### src/rtl/idli_pkg.sv
// Shared IDLI definitions.
// SQI memory modes, commands and controller states.
package idli_pkg;

  localparam logic SQI_IO_MODE_OUT = 1'b0;
  localparam logic SQI_IO_MODE_IN  = 1'b1;

  localparam logic [7:0] SQI_CMD_READ  = 8'h03;
  localparam logic [7:0] SQI_CMD_WRITE = 8'h02;

  typedef enum logic [2:0] {
    IDLE,
    CMD,
    ADDR,
    DUMMY,
    DATA,
    DONE
  } sqi_ctrl_state_t;

  function automatic int sqi_max(input int a, input int b);
    return (a > b) ? a : b;
  endfunction

endpackage

### src/rtl/idli_sqi_ctrl_m.sv
// SQI SRAM controller: one word-sized read or write per request,
// nibble-serial over SCK with handshake-driven SCK stalls.
module idli_sqi_ctrl_m
  import idli_pkg::*;
#(
  parameter int ADDR_W    = 16,
  parameter int DATA_NIB  = 4,
  parameter int DUMMY_NIB = 2
) (
  input  logic              i_sqi_gck,
  input  logic              i_sqi_rst_n,
  input  logic              i_sqi_req_vld,
  input  logic              i_sqi_req_wr,
  input  logic [ADDR_W-1:0] i_sqi_req_addr,
  output logic              o_sqi_req_rdy,
  input  logic [3:0]        i_sqi_wdata,
  input  logic              i_sqi_wdata_vld,
  output logic              o_sqi_wdata_acp,
  output logic [3:0]        o_sqi_rdata,
  output logic              o_sqi_rdata_vld,
  input  logic              i_sqi_rdata_acp,
  output logic              o_sqi_mem_sck,
  output logic              o_sqi_mem_cs,
  output logic              o_sqi_mem_io_mode,
  input  logic [3:0]        i_sqi_mem_sio,
  output logic [3:0]        o_sqi_mem_sio
);

  localparam int ADDR_NIB = ADDR_W / 4;
  localparam int CNT_MAX  =
    sqi_max(sqi_max(ADDR_NIB, DATA_NIB), sqi_max(DUMMY_NIB, 2));
  localparam int CNT_W    = $clog2(CNT_MAX);
  localparam int SR_W     = ADDR_W + 4;

  localparam logic [CNT_W-1:0] CMD_LAST   = CNT_W'(1);
  localparam logic [CNT_W-1:0] ADDR_LAST  = CNT_W'(ADDR_NIB - 1);
  localparam logic [CNT_W-1:0] DUMMY_LAST = CNT_W'(DUMMY_NIB - 1);
  localparam logic [CNT_W-1:0] DATA_LAST  = CNT_W'(DATA_NIB - 1);

  sqi_ctrl_state_t state_q, state_d;
  logic [CNT_W-1:0] cnt_q, cnt_d;
  logic [SR_W-1:0]  sr_q, sr_d;
  logic             wr_q, wr_d;
  logic             sck_q, sck_d;
  logic             cs_q, cs_d;
  logic             io_q, io_d;
  logic [3:0]       sio_q, sio_d;
  logic [3:0]       rdata_q, rdata_d;
  logic             rvld_q, rvld_d;

  logic       nib_last;
  logic       go_hi;
  logic [7:0] cmd;

  assign o_sqi_req_rdy = (state_q == IDLE) && !rvld_q;
  assign o_sqi_wdata_acp =
    (state_q == DATA) && wr_q && !sck_q && i_sqi_wdata_vld;

  assign o_sqi_mem_sck     = sck_q;
  assign o_sqi_mem_cs      = cs_q;
  assign o_sqi_mem_io_mode = io_q;
  assign o_sqi_mem_sio     = sio_q;
  assign o_sqi_rdata       = rdata_q;
  assign o_sqi_rdata_vld   = rvld_q;

  always_comb begin
    nib_last = 1'b0;
    unique case (state_q)
      CMD:     nib_last = (cnt_q == CMD_LAST);
      ADDR:    nib_last = (cnt_q == ADDR_LAST);
      DUMMY:   nib_last = (cnt_q == DUMMY_LAST);
      DATA:    nib_last = (cnt_q == DATA_LAST);
      default: nib_last = 1'b0;
    endcase
  end

  // Data LO phases wait on the core: write needs a nibble,
  // read needs room for the next captured nibble.
  always_comb begin
    go_hi = 1'b1;
    if (state_q == DATA) begin
      if (wr_q) go_hi = i_sqi_wdata_vld;
      else      go_hi = !(rvld_q && !i_sqi_rdata_acp);
    end
  end

  always_comb begin
    state_d = state_q;
    cnt_d   = cnt_q;
    sr_d    = sr_q;
    wr_d    = wr_q;
    sck_d   = sck_q;
    cs_d    = cs_q;
    io_d    = io_q;
    sio_d   = sio_q;
    rdata_d = rdata_q;
    rvld_d  = rvld_q;
    cmd     = i_sqi_req_wr ? SQI_CMD_WRITE : SQI_CMD_READ;

    if (rvld_q && i_sqi_rdata_acp) rvld_d = 1'b0;

    unique case (state_q)
      IDLE: begin
        if (i_sqi_req_vld && o_sqi_req_rdy) begin
          wr_d    = i_sqi_req_wr;
          cs_d    = 1'b0;
          cnt_d   = '0;
          sio_d   = cmd[7:4];
          sr_d    = {cmd[3:0], i_sqi_req_addr};
          state_d = CMD;
        end
      end
      DONE: state_d = IDLE;
      default: begin
        if (!sck_q) begin
          sck_d = go_hi;
          if (o_sqi_wdata_acp) sio_d = i_sqi_wdata;
        end else begin
          sck_d = 1'b0;
          cnt_d = nib_last ? '0 : cnt_q + CNT_W'(1);
          if (state_q == DATA && !wr_q) begin
            rdata_d = i_sqi_mem_sio;
            rvld_d  = 1'b1;
          end
          if (state_q == CMD || (state_q == ADDR && !nib_last)) begin
            sio_d = sr_q[SR_W-1 -: 4];
            sr_d  = sr_q << 4;
          end
          if (nib_last) begin
            unique case (state_q)
              CMD: state_d = ADDR;
              ADDR: begin
                if (wr_q) begin
                  state_d = DATA;
                end else begin
                  state_d = DUMMY;
                  io_d    = SQI_IO_MODE_IN;
                  sio_d   = '0;
                end
              end
              DUMMY: state_d = DATA;
              DATA: begin
                state_d = DONE;
                cs_d    = 1'b1;
                io_d    = SQI_IO_MODE_OUT;
                sio_d   = '0;
              end
              default: state_d = state_q;
            endcase
          end
        end
      end
    endcase
  end

  always_ff @(posedge i_sqi_gck or negedge i_sqi_rst_n) begin
    if (!i_sqi_rst_n) begin
      state_q <= IDLE;
      cnt_q   <= '0;
      sr_q    <= '0;
      wr_q    <= 1'b0;
      sck_q   <= 1'b0;
      cs_q    <= 1'b1;
      io_q    <= SQI_IO_MODE_OUT;
      sio_q   <= '0;
      rdata_q <= '0;
      rvld_q  <= 1'b0;
    end else begin
      state_q <= state_d;
      cnt_q   <= cnt_d;
      sr_q    <= sr_d;
      wr_q    <= wr_d;
      sck_q   <= sck_d;
      cs_q    <= cs_d;
      io_q    <= io_d;
      sio_q   <= sio_d;
      rdata_q <= rdata_d;
      rvld_q  <= rvld_d;
    end
  end

endmodule

### config.mk
export PLATFORM = sky130hd
export DESIGN_NAME = idli_sqi_ctrl_m
export DESIGN_NICKNAME = d
export VERILOG_FILES = /design/src/rtl/idli_pkg.sv /design/src/rtl/idli_sqi_ctrl_m.sv
export SDC_FILE = /design/constraint.sdc
export NUM_CORES = 1
export LEC_CHECK = 0
export BUFFER_PORTS_ARGS = -buffer_cell sky130_fd_sc_hd__buf_2
export CORE_MARGIN = 4
export CORE_UTILIZATION = 55
export CTS_BUF_LIST = sky130_fd_sc_hd__clkbuf_4 sky130_fd_sc_hd__clkbuf_8
export CTS_CLUSTER_DIAMETER = 80
export DETAILED_ROUTE_END_ITERATION = 6
export PLACE_DENSITY = 0.87
export REMOVE_ABC_BUFFERS = 1
export SLEW_MARGIN = 0
export SYNTH_ARGS = -nofsm -noshare
export SYNTH_HDL_FRONTEND = slang
export SYNTH_SLANG_ARGS = --single-unit
### constraint.sdc
create_clock -name i_sqi_gck -period 2.2 [get_ports i_sqi_gck]
set_input_delay 0.22 -clock i_sqi_gck [delete_from_list [all_inputs] [get_ports i_sqi_gck]]
set_output_delay 0.22 -clock i_sqi_gck [all_outputs]
set_load 0.01 [all_outputs]
* After elaboration in Yosys (flattened, before gate mapping)
Index checks and enable logic that the tools add are counted.
Cells by class: multipliers 0, magnitude comparators 0, divide/modulo/power cells 0, shift-type cells 0, reductions and logical operators 37, mux-type cells 38, eq/ne operators 9, bitwise logic cells 2, $add $sub $neg 1
Operators by type and width (count):
- $mux 20 | 3
- $pmux 20 s2 | 1
- $mux 4 | 6
- $pmux 4 s2 | 2
- $mux 1 | 13
- $mux 3 | 4
- $pmux 3 s4 | 1
- $reduce_and 5->1 | 2
- $reduce_bool 2->1 | 5
- $logic_and 1x1->1 | 9
- $reduce_and 3->1 | 3
- $reduce_bool 3->1 | 3
- $reduce_and 4->1 | 2
- $eq 3x2->1 const B | 2
- $eq 3x3->1 const B | 2
- $logic_not 1->1 | 6
- $mux 2 | 3
- $pmux 1 s2 | 3
- $pmux 3 s2 | 1
- $reduce_bool 6->1 | 1
- $reduce_or 2->1 | 3
- $pmux 2 s2 | 1
- $eq 3x1->1 const B | 1
- $logic_not 3->1 | 1
- 8 further kinds | 9
Storage, ports and cells: latch bits 0, input port bits 30, output and inout bits 14, memory bits (read-only) 0, bits in writable memories 0, memories 0, logic and storage cells 97, register bits 38

* Depth between registers and ports, before layout
Gate-level depths: netlist of the first run.
depth after elaboration 12, mapped depth 7, depth with buffers taken out 4

* Worst setup path after synthesis of the first run
No wires, ideal clock.
path type reg-to-reg, from register rvld_q (netlist: o_sqi_rdata_vld), to register sr_q[10], slack 0.403 ns, library setup time 0.125 ns, stages on the path, launching flop included 6, data arrival time 1.672 ns, path buffers 1, data required time 2.075 ns, period minus slack after synthesis 1.797 ns, cells stage by stage dfrtp_1 or3b_1 a21o_1 a21oi_4 buf_12 mux2_4
On the way: longest elaborated chain between the ends 5
Ends and longest elaborated chain:
- start, declared | line idli_sqi_ctrl_m.sv:49 | logic rvld_q, rvld_d;
- start signal, assigned | line idli_sqi_ctrl_m.sv:178 | rvld_q <= rvld_d;
- $logic_not 1->1 | line idli_sqi_ctrl_m.sv:55 | assign o_sqi_req_rdy = (state_q == IDLE) && !rvld_q;
- $logic_and 1x1->1 | line idli_sqi_ctrl_m.sv:55
- $logic_and 1x1->1 | line idli_sqi_ctrl_m.sv:104 | if (i_sqi_req_vld && o_sqi_req_rdy) begin
- $ne 2x1->1 (no source line)
- $reduce_and 4->1 (no source line)
- end signal, assigned | line idli_sqi_ctrl_m.sv:171 | sr_q <= sr_d;
- end, declared | line idli_sqi_ctrl_m.sv:42 | logic [SR_W-1:0] sr_q, sr_d;
No other way between the ends. A chain may end at the register's enable or synchronous reset.

* Worst setup path in the final report of the first run
from register state_q[0], to output port o_sqi_wdata_acp
On the way: longest elaborated chain between the ends 4
Ends and longest elaborated chain:
- start, declared | line idli_sqi_ctrl_m.sv:40 | sqi_ctrl_state_t state_q, state_d;
- start signal, assigned | line idli_sqi_ctrl_m.sv:169 | state_q <= state_d;
- $eq 3x3->1 | line idli_sqi_ctrl_m.sv:57 | (state_q == DATA) && wr_q && !sck_q && i_sqi_wdata_vld;
- $logic_and 1x1->1 (3 in a row) | line idli_sqi_ctrl_m.sv:57
- end, declared | line idli_sqi_ctrl_m.sv:18 | output logic o_sqi_wdata_acp,
No other way between the ends.

==> qor.yml, run 1 <==
run_status:
  status: "completed"
worst_setup_path:
  cp.depth: 5
  cp_cell_sequence: "buf_4 -> nor2_1 -> buf_4 -> nor4b_4 -> buf_2"
  setup.worst_path.end: "o_sqi_wdata_acp"
  worst-path-buf-inv: 3
  critPathCaptureType: "output port"
  crit_family: "buffers and inverters"
  setup.worst_path.class: "reg -> out"
  r2r-end: "o_sqi_rdata[1]$_DFFE_PN0P_"
  critPathLaunchType: "flip-flop"
  worst_path_largest_cell_delay_ns: 0.44
  timing.reg2reg.setup_slack_ns: 0.33
  arrival_ns: 1.81
  critical_path_required_ns: 1.98
  cp_max_fo: 14
  r2r_start: "state_q[0]$_DFFE_PN0P_"
  r2r_cells: 5
  startpoint: "state_q[0]$_DFFE_PN0P_"
  crit_top_cell: "buf_4"
  slowest_stage: "dfrtp_1"
pwr:
  ir_worst_vdd_mv: 0.796
  power.density_nw_per_um2: 1410
  swShare_pct: 41.4
  internal_power_mw: 2.16
  p_leak_nw: 1.24
  pwr-share-clk_pct: 13.7
  switchingPower_mw: 1.52
  seqPwrFrac_pct: 33.6
  pwr-share-comb_pct: 52.7
final_layout:
  multi_input_area_um2: 1120
  final-seq-area_um2: 952
  final_common_cell: "nand2_1"
  post-route-util_pct: 69.1
  syn_to_final_growth_pct: 17.5
  final_cell_mix: "nand2_1 (56), buf_2 (43), dfrtp_1 (37)"
  fin_nets: 310
  drive_above_1_share_pct: 31.7
  nFillCells: 304
  antennaDiodeCount: 0
logic_synthesis:
  ys_warn_count: 0
  synth_compound_area_share_pct: 20.1
  synthSimpleGateAreaFrac_pct: 18.3
  synth-adder-area-share_pct: 0
  synth_xor_area_share_pct: 0.395
  synth_area_um2: 2220
  synth_top_area_share_pct: 41.7
  yosysTopAreaCell: "dfrtp_1"
  synthTopCellsByArea: "dfrtp_1 (42%), nand2_1 (9.5%), mux2_4 (5.4%), mux2_2 (5.1%), a21oi_1 (2.5%)"
  synth_seq_cells: 38
  synthFlopType: "dfrtp_1"
  syn_area_per_cell_um2: 9.60
  muxShareOfSynthArea_pct: 11.8
  postSynthCellCount: 231
  synth_top_family_by_area: "compound AO/OA/AOI/OAI gates"
  synth-edff-count: 0
  async_flop_share_pct: 100
  ys_seq_area_share_pct: 42.9
  synth_cell_type_count: 50
drt:
  first_pass_iters: 5
  routedWlPerCell_um: 16.1
  route.antenna.remaining_nets: 0
  route.detailed.drc: 0
  drt-initial-drc-count: 235
  wl_um: 5280
  dr_total_vias: 1942
  routed_via_density: 5.90
flow_run:
  maxCapViolCount: 0
timing:
  hold_viol_final: 0
  setup_tns_ns: 0
  slew_violations: 0
  rsz0062_at_grt: "no"
  max_slew_margin_pct: 43.9
  fin_crit_ns: 2.03
  fmax_mhz: 493
  fin_crit_sh_pct: 92.1
  finClkSkew_ns: 0.0126
  tightestPinTransition_ns: 0.842
  setup-violations-final: 0
global_routing:
  antenna_found_initial: 0
  grt_max_degree: 39
  gr-total-overflow: 0
  grt_usage_pct: 21.5
  grt_first_pass_wirelength_um: 8550
  grt_pass1_vias: 1834
placed_design:
  place_congestion: 0.869
  dpl.hpwl_um: 3750
  port_buffers: 43
floorplan:
  die_area_um2: 5110
  boundaryPins: 44
  start_util_pct: 58.8
  die_y_um: 71.5
  core_um2: 3770
  die_w_um: 71.5
  rows: 22
cts:
  cts_resized: 0
  numClockSinks: 38
  cts_setup_buffers: 0
  ctsHoldBuffers: 0
  worstSkewPairLatency_ns: 0.30
  clock_path_buffers: 2
  cts_tree: "done"
  root_buffer: "clkbuf_8"
  clk_pin_slew_ns: 0.08
  htree_levels: 2
  cts_buffers: 5
min_path:
  worstHoldPathType: "in -> async"
==> power groups by stage <==
stage               logic [mW]  clock network, mW  registers (mW)
floorplan                 1.22                  0            1.29
global placement          1.85                  0            1.22
detailed placement        1.91                  0            1.24
CTS                       1.93              0.514            1.23
global route              2.10              0.546            1.27
finish                    1.94              0.502            1.24
==> metal layers <==
layer  vias up  routed length [um]  global-route usage (%)
met1       902                2190                    26.9
met2       100                2530                    35.5
met5         -                   0                       0
met4         0                 125                    9.19
li1        924                   -                       -
met3        16                 446                    4.91
==> cell families after synthesis <==
group | count (synthesis)
AND/OR/NAND/NOR | 87
AO/OA/AOI/OAI | 58
flip-flops | 38
buffers and inverters | 26
multiplexers | 21
XOR/XNOR | 1
==> synthesized netlist by cell type, types with 3 or more instances <==
cell       n
nand2_1   56
dfrtp_1   37
a21oi_1   11
nor2_1    11
inv_1     10
mux2_2    10
mux2_4     8
buf_2      7
o21ai_0    7
a211oi_1   5
o221ai_1   5
o32ai_1    5
a22o_1     4
a32o_1     4
clkbuf_1   3
mux2i_1    3
nand3_1    3
nor2b_1    3
nor3_1     3
==> final cells by class <==
type / instances / area share (%)
multi-input cells: 167 / 43.2
flip-flops and latches: 38 / 36.5
repair buffers: 57 / 12.8
clock buffers: 6 / 3.17
well taps: 48 / 2.30
inverters: 11 / 1.58
clock inverters: 2 / 0.480
==> metrics by stage <==
stage | setup slack (ns) | power [mW] | hold slack (ns) | instance area [um^2] | instances
finish | 0.173 | 3.68 | 0.0163 | 2610 | 329
global route | 0.0736 | 3.92 | 0.101 | 2610 | 329
CTS | 0.0931 | 3.67 | 0.0440 | 2600 | 328
detailed placement | 0.353 | 3.15 | 0.369 | 2500 | 320
global placement | 0.367 | 3.07 | 0.367 | 2500 | 320
floorplan | 0.139 | 2.51 | -0.0756 | 2120 | 216
==> flip-flops by register name, summed over array words and instances, names as in the netlist <==
name               count
sr_q                  20
o_sqi_mem_sio          4
o_sqi_rdata            4
state_q                3
cnt_q                  2
o_sqi_mem_cs           1
o_sqi_mem_io_mode      1
o_sqi_mem_sck          1
o_sqi_rdata_vld        1
wr_q                   1
==> worst reg2reg max path: cells and delay by family (launching register included) <==
| kind | cells | cell delay [ns] |
|---|---|---|
| buf+inv | 2 | 0.41 |
| simple gates | 2 | 0.51 |
| flops | 1 | 0.44 |
| mux | 1 | 0.38 |
==> worst min path at each step <==
stage                      from                   endpoint
floorplan           i_sqi_rst_n       cnt_q[0]$_DFFE_PN0P_
global placement    i_sqi_rst_n  o_sqi_mem_sck$_DFFE_PN0N_
detailed placement  i_sqi_rst_n  o_sqi_mem_sck$_DFFE_PN0N_
CTS                 i_sqi_rst_n  o_sqi_mem_sck$_DFFE_PN0N_
global route        i_sqi_rst_n  o_sqi_mem_sck$_DFFE_PN0N_
finish              i_sqi_rst_n  o_sqi_mem_sck$_DFFE_PN0N_
Note: power is estimated with default switching activity, not from simulation.
==> run 2, diff against run 1 <==
- BUFFER_PORTS_ARGS: -buffer_cell sky130_fd_sc_hd__buf_2 -> -buffer_cell sky130_fd_sc_hd__buf_4
==> qor.yml, run 2 (same netlist as run 1, synthesis figures left out) <==
cts:
  clock_path_buffers: 2
  root_buffer: "clkbuf_8"
  numClockSinks: 38
  cts_buffers: 5
  clk_pin_slew_ns: 0.08
  cts_tree: "done"
  htree_levels: 2
  cts_setup_buffers: 0
  worstSkewPairLatency_ns: 0.29
worst_setup_path:
  arrival_ns: 1.81
  r2r_start: "o_sqi_mem_sck$_DFFE_PN0N_"
  cp_max_fo: 9
  setup.worst_path.class: "reg -> out"
  startpoint: "state_q[2]$_DFFE_PN0P_"
  worst_path_largest_cell_delay_ns: 0.46
  crit_top_cell: "buf_4"
  slowest_stage: "nor4b_4"
  cp_cell_sequence: "buf_4 -> clkinv_1 -> nor4b_4 -> buf_4"
  critPathLaunchType: "flip-flop"
  critical_path_required_ns: 1.98
  r2r_cells: 4
  critPathCaptureType: "output port"
drt:
  route.antenna.remaining_nets: 0
  routedWlPerCell_um: 15.5
  wl_um: 5060
  route.detailed.drc: 0
  routed_via_density: 5.74
  first_pass_iters: 5
  dr_total_vias: 1872
  drt-initial-drc-count: 221
flow_run:
  maxCapViolCount: 0
floorplan:
  die_area_um2: 5110
  die_y_um: 71.5
  core_um2: 3770
  rows: 22
  boundaryPins: 44
  die_w_um: 71.5
  start_util_pct: 58.8
pwr:
  p_leak_nw: 1.27
  ir_worst_vdd_mv: 0.694
  swShare_pct: 38.8
  pwr-share-comb_pct: 51.4
  internal_power_mw: 2.33
  power.density_nw_per_um2: 1400
  seqPwrFrac_pct: 32.5
  pwr-share-clk_pct: 16.1
  switchingPower_mw: 1.48
global_routing:
  gr-total-overflow: 0
  grt_usage_pct: 20.6
  grt_max_degree: 39
  grt_first_pass_wirelength_um: 8450
  antenna_found_initial: 0
  grt_pass1_vias: 1828
timing:
  setup_tns_ns: 0
  max_slew_margin_pct: 56.8
  fin_crit_sh_pct: 92.4
  fin_crit_ns: 2.03
  tightestPinTransition_ns: 0.648
  finClkSkew_ns: 0.0118
  hold_viol_final: 0
  fmax_mhz: 492
  rsz0062_at_grt: "no"
  setup-violations-final: 0
  slew_violations: 0
final_layout:
  drive_above_1_share_pct: 30.9
  final-seq-area_um2: 952
  nFillCells: 289
  syn_to_final_growth_pct: 22.7
  fin_nets: 307
  final_cell_mix: "nand2_1 (56), buf_4 (52), dfrtp_1 (37)"
  top_register: "sr_q"
  multi_input_area_um2: 1130
  final_common_cell: "nand2_1"
  largest_register_ffs: 20
  post-route-util_pct: 72.2
  antennaDiodeCount: 0
placed_design:
  dpl.hpwl_um: 3770
  port_buffers: 43
  place_congestion: 0.892
min_path:
  hold_depth: 3
  worstHoldPathType: "in -> reg"
  min_from: "i_sqi_wdata[0]"
run_status:
  status: "completed"
==> run 2: final cells by class <==
class / instances / area share, %
inverter: 11 / 1.52
tap: 48 / 2.21
sequential: 38 / 35.0
clock buffer: 7 / 3.31
multi-input combinational: 167 / 41.4
clock inverter: 1 / 1.10
timing repair buffer: 54 / 15.4
==> run 2: final timing paths <==
path	endpoint	slack, ns
worst min-delay path	o_sqi_mem_sio[0]$_DFFE_PN0P_	0.14
worst max-delay path	o_sqi_wdata_acp	0.17
max in group asynchronous	o_sqi_mem_cs$_DFFE_PN1P_	1.40
worst max register to register	cnt_q[1]$_DFFE_PN0P_	0.38
min in group asynchronous	o_sqi_mem_sck$_DFFE_PN0N_	0.43
worst min register to register	sr_q[4]$_DFFE_PN0P_	0.51
==> run 2: routing by layer <==
layer	part of all wire, %	vias to the layer above	track usage [%]
met5	0	-	0
met4	1.0	0	5.85
met3	6.0	7	3.65
met2	51	59	35.4
met1	42	892	26.4
li1	-	914	-
==> run 2: power groups by stage <==
stage,Clock [mW],Sequential (mW),Combinational (mW)
after detailed placement,0,1.24,1.95
after floorplan,0,1.29,1.22
final,0.613,1.23,1.96
after global placement,0,1.23,1.88
after global routing,0.660,1.28,2.15
after CTS,0.623,1.23,1.96
==> run 2: critical path: cells and delay by family (launching register included) <==
family,cells,cell delay [ns]
buf+inv,3,0.66
flops,1,0.39
simple gates,1,0.46
==> run 2: timing repair <==
action,in CTS,in global routing
setup endpoints to repair,0,1
hold endpoints to repair,37,0
resized for setup,0,1
hold buffers,1,0
==> run 2: stage by stage <==
step | hold WS (ns) | instances | setup WS (ns) | area [um^2] | total power [mW]
floorplan | -0.0756 | 216 | 0.139 | 2120 | 2.51
global placement | 0.214 | 317 | 0.412 | 2590 | 3.11
detailed placement | 0.213 | 317 | 0.408 | 2590 | 3.19
CTS | 0.141 | 326 | 0.151 | 2720 | 3.82
global route | 0.146 | 326 | 0.0453 | 2720 | 4.09
finish | 0.142 | 326 | 0.167 | 2720 | 3.80
==> run 3, diff against run 2 <==
- REMOVE_ABC_BUFFERS: 1 -> unset
==> qor.yml, run 3 (same netlist as run 1, synthesis figures left out) <==
run_status:
  status: "completed"
logic_synthesis:
  syn_nets: 261
cts:
  cts_tree: "done"
  cts_resized: 0
  worstSkewPairLatency_ns: 0.29
  htree_levels: 2
  cts_setup_buffers: 0
  root_buffer: "clkbuf_8"
  clock_path_buffers: 2
  cts_buffers: 5
  clk_pin_slew_ns: 0.07
  numClockSinks: 38
timing:
  finClkSkew_ns: 0.00469
  tightestPinTransition_ns: 0.641
  setup-violations-final: 0
  fin_crit_ns: 2.01
  fin_crit_sh_pct: 91.3
  fmax_mhz: 498
  rsz0062_at_grt: "no"
  slew_violations: 0
  hold_viol_final: 0
  max_slew_margin_pct: 57.3
  whs_ns: 0.139
  setup_tns_ns: 0
pwr:
  pwr-share-clk_pct: 13.6
  swShare_pct: 40.1
  switchingPower_mw: 1.49
  p_leak_nw: 1.27
  pwr-share-comb_pct: 53.9
  power.density_nw_per_um2: 1370
  design_power_total_mw: 3.71
  internal_power_mw: 2.22
  ir_worst_vdd_mv: 0.621
  seqPwrFrac_pct: 32.4
drt:
  route.antenna.remaining_nets: 0
  routed_via_density: 5.82
  drt-initial-drc-count: 229
  dr_total_vias: 1909
  wl_um: 5160
  first_pass_iters: 4
  routedWlPerCell_um: 15.7
  route.detailed.drc: 0
placed_design:
  dp_cells: 319
  place_congestion: 0.896
  dpl.hpwl_um: 3720
  port_buffers: 43
worst_setup_path:
  slowest_stage: "nor4b_4"
  cp_max_fo: 27
  worst-path-buf-inv: 3
  cp_cell_sequence: "buf_4 -> clkinv_1 -> nor4b_4 -> buf_4"
  setup.worst_path.class: "reg -> out"
  crit_top_cell: "buf_4"
  critical_path_required_ns: 1.98
  critPathLaunchType: "flip-flop"
  critPathCaptureType: "output port"
  arrival_ns: 1.79
  worst_path_largest_cell_delay_ns: 0.38
  crit_family: "buffers and inverters"
flow_run:
  maxCapViolCount: 0
final_layout:
  largest_register_ffs: 20
  antennaDiodeCount: 0
  top_register: "sr_q"
  nFillCells: 277
  fin_nets: 309
  final_cells: 328
  final_cell_mix: "nand2_1 (56), buf_4 (54), dfrtp_1 (37)"
  syn_to_final_growth_pct: 22.1
  final_common_cell: "nand2_1"
  drive_above_1_share_pct: 31.1
floorplan:
  die_y_um: 71.5
  start_util_pct: 58.8
  die_w_um: 71.5
  rows: 22
  boundaryPins: 44
  core_um2: 3770
  die_area_um2: 5110
global_routing:
  grt_max_degree: 39
  grt_first_pass_wirelength_um: 8160
  antenna_found_initial: 0
  grt_usage_pct: 20.2
  grt_pass1_vias: 1789
  gr-total-overflow: 0
min_path:
  worstHoldPathType: "in -> reg"
## run 3: what timing repair did
item / 4_1_cts / 5_1_grt
hold buffers: 1 / 0
endpoints found under the hold margin: 37 / 0
setup endpoints to repair: 0 / 0
## run 3: final cells by class
| class | instances | area [um^2] | area share [%] |
|---|---|---|---|
| inverters | 11 | 41.3 | 1.52 |
| multi-input cells | 167 | 1120 | 41.5 |
| repair buffers | 56 | 435 | 16.1 |
| well taps | 48 | 60.1 | 2.22 |
| flip-flops and latches | 38 | 952 | 35.2 |
| clock buffers | 7 | 90.1 | 3.33 |
| clock inverters | 1 | 5.00 | 0.185 |
## run 3: metrics by stage
step                      util [%]  cell area, um^2  worst slack, ns
final                         71.8             2710            0.192
after global routing          71.8             2710           0.0502
after global placement        69.0             2600            0.457
after CTS                     71.8             2710            0.189
after detailed placement      69.0             2600            0.424
after floorplan                  -             2220            0.403
## run 3: per-layer routing
metal / routed length, um / GRT usage [%] / vias up
li1: - / - / 924
met1: 2280 / 26.0 / 899
met2: 2470 / 32.3 / 73
met3: 318 / 5.19 / 13
met4: 93 / 8.35 / 0
met5: 0 / 0 / -
## run 3: tightest hold or removal path: stages
cell	delay, ns
buf_4	0.07
nand2_1	0.04
o221ai_1	0.06
## run 3: worst paths after layout
path | startpoint | to | slack, ns | depth (start not counted)
setup / recovery | state_q[2]$_DFFE_PN0P_ | o_sqi_wdata_acp | 0.19 | 4
hold / removal | i_sqi_wdata[3] | o_sqi_mem_sio[3]$_DFFE_PN0P_ | 0.14 | 3
setup reg to reg | o_sqi_rdata_vld$_DFF_PN0_ | sr_q[6]$_DFFE_PN0P_ | 0.41 | 5
hold reg to reg | o_sqi_rdata[3]$_DFFE_PN0P_ | o_sqi_rdata[3]$_DFFE_PN0P_ | 0.51 | 1
max in group asynchronous | i_sqi_rst_n | o_sqi_mem_cs$_DFFE_PN1P_ | 1.42 | 2
min in group asynchronous | i_sqi_rst_n | o_sqi_mem_sck$_DFFE_PN0N_ | 0.43 | 2
## run 3: power groups by stage
stage                     registers [mW]  clock network, mW  logic (mW)
final                               1.20              0.506        2.00
after floorplan                     1.16                  0        1.51
after global placement              1.19                  0        1.93
after CTS                           1.20              0.525        1.99
after global routing                1.24              0.556        2.16
after detailed placement            1.21                  0        1.98
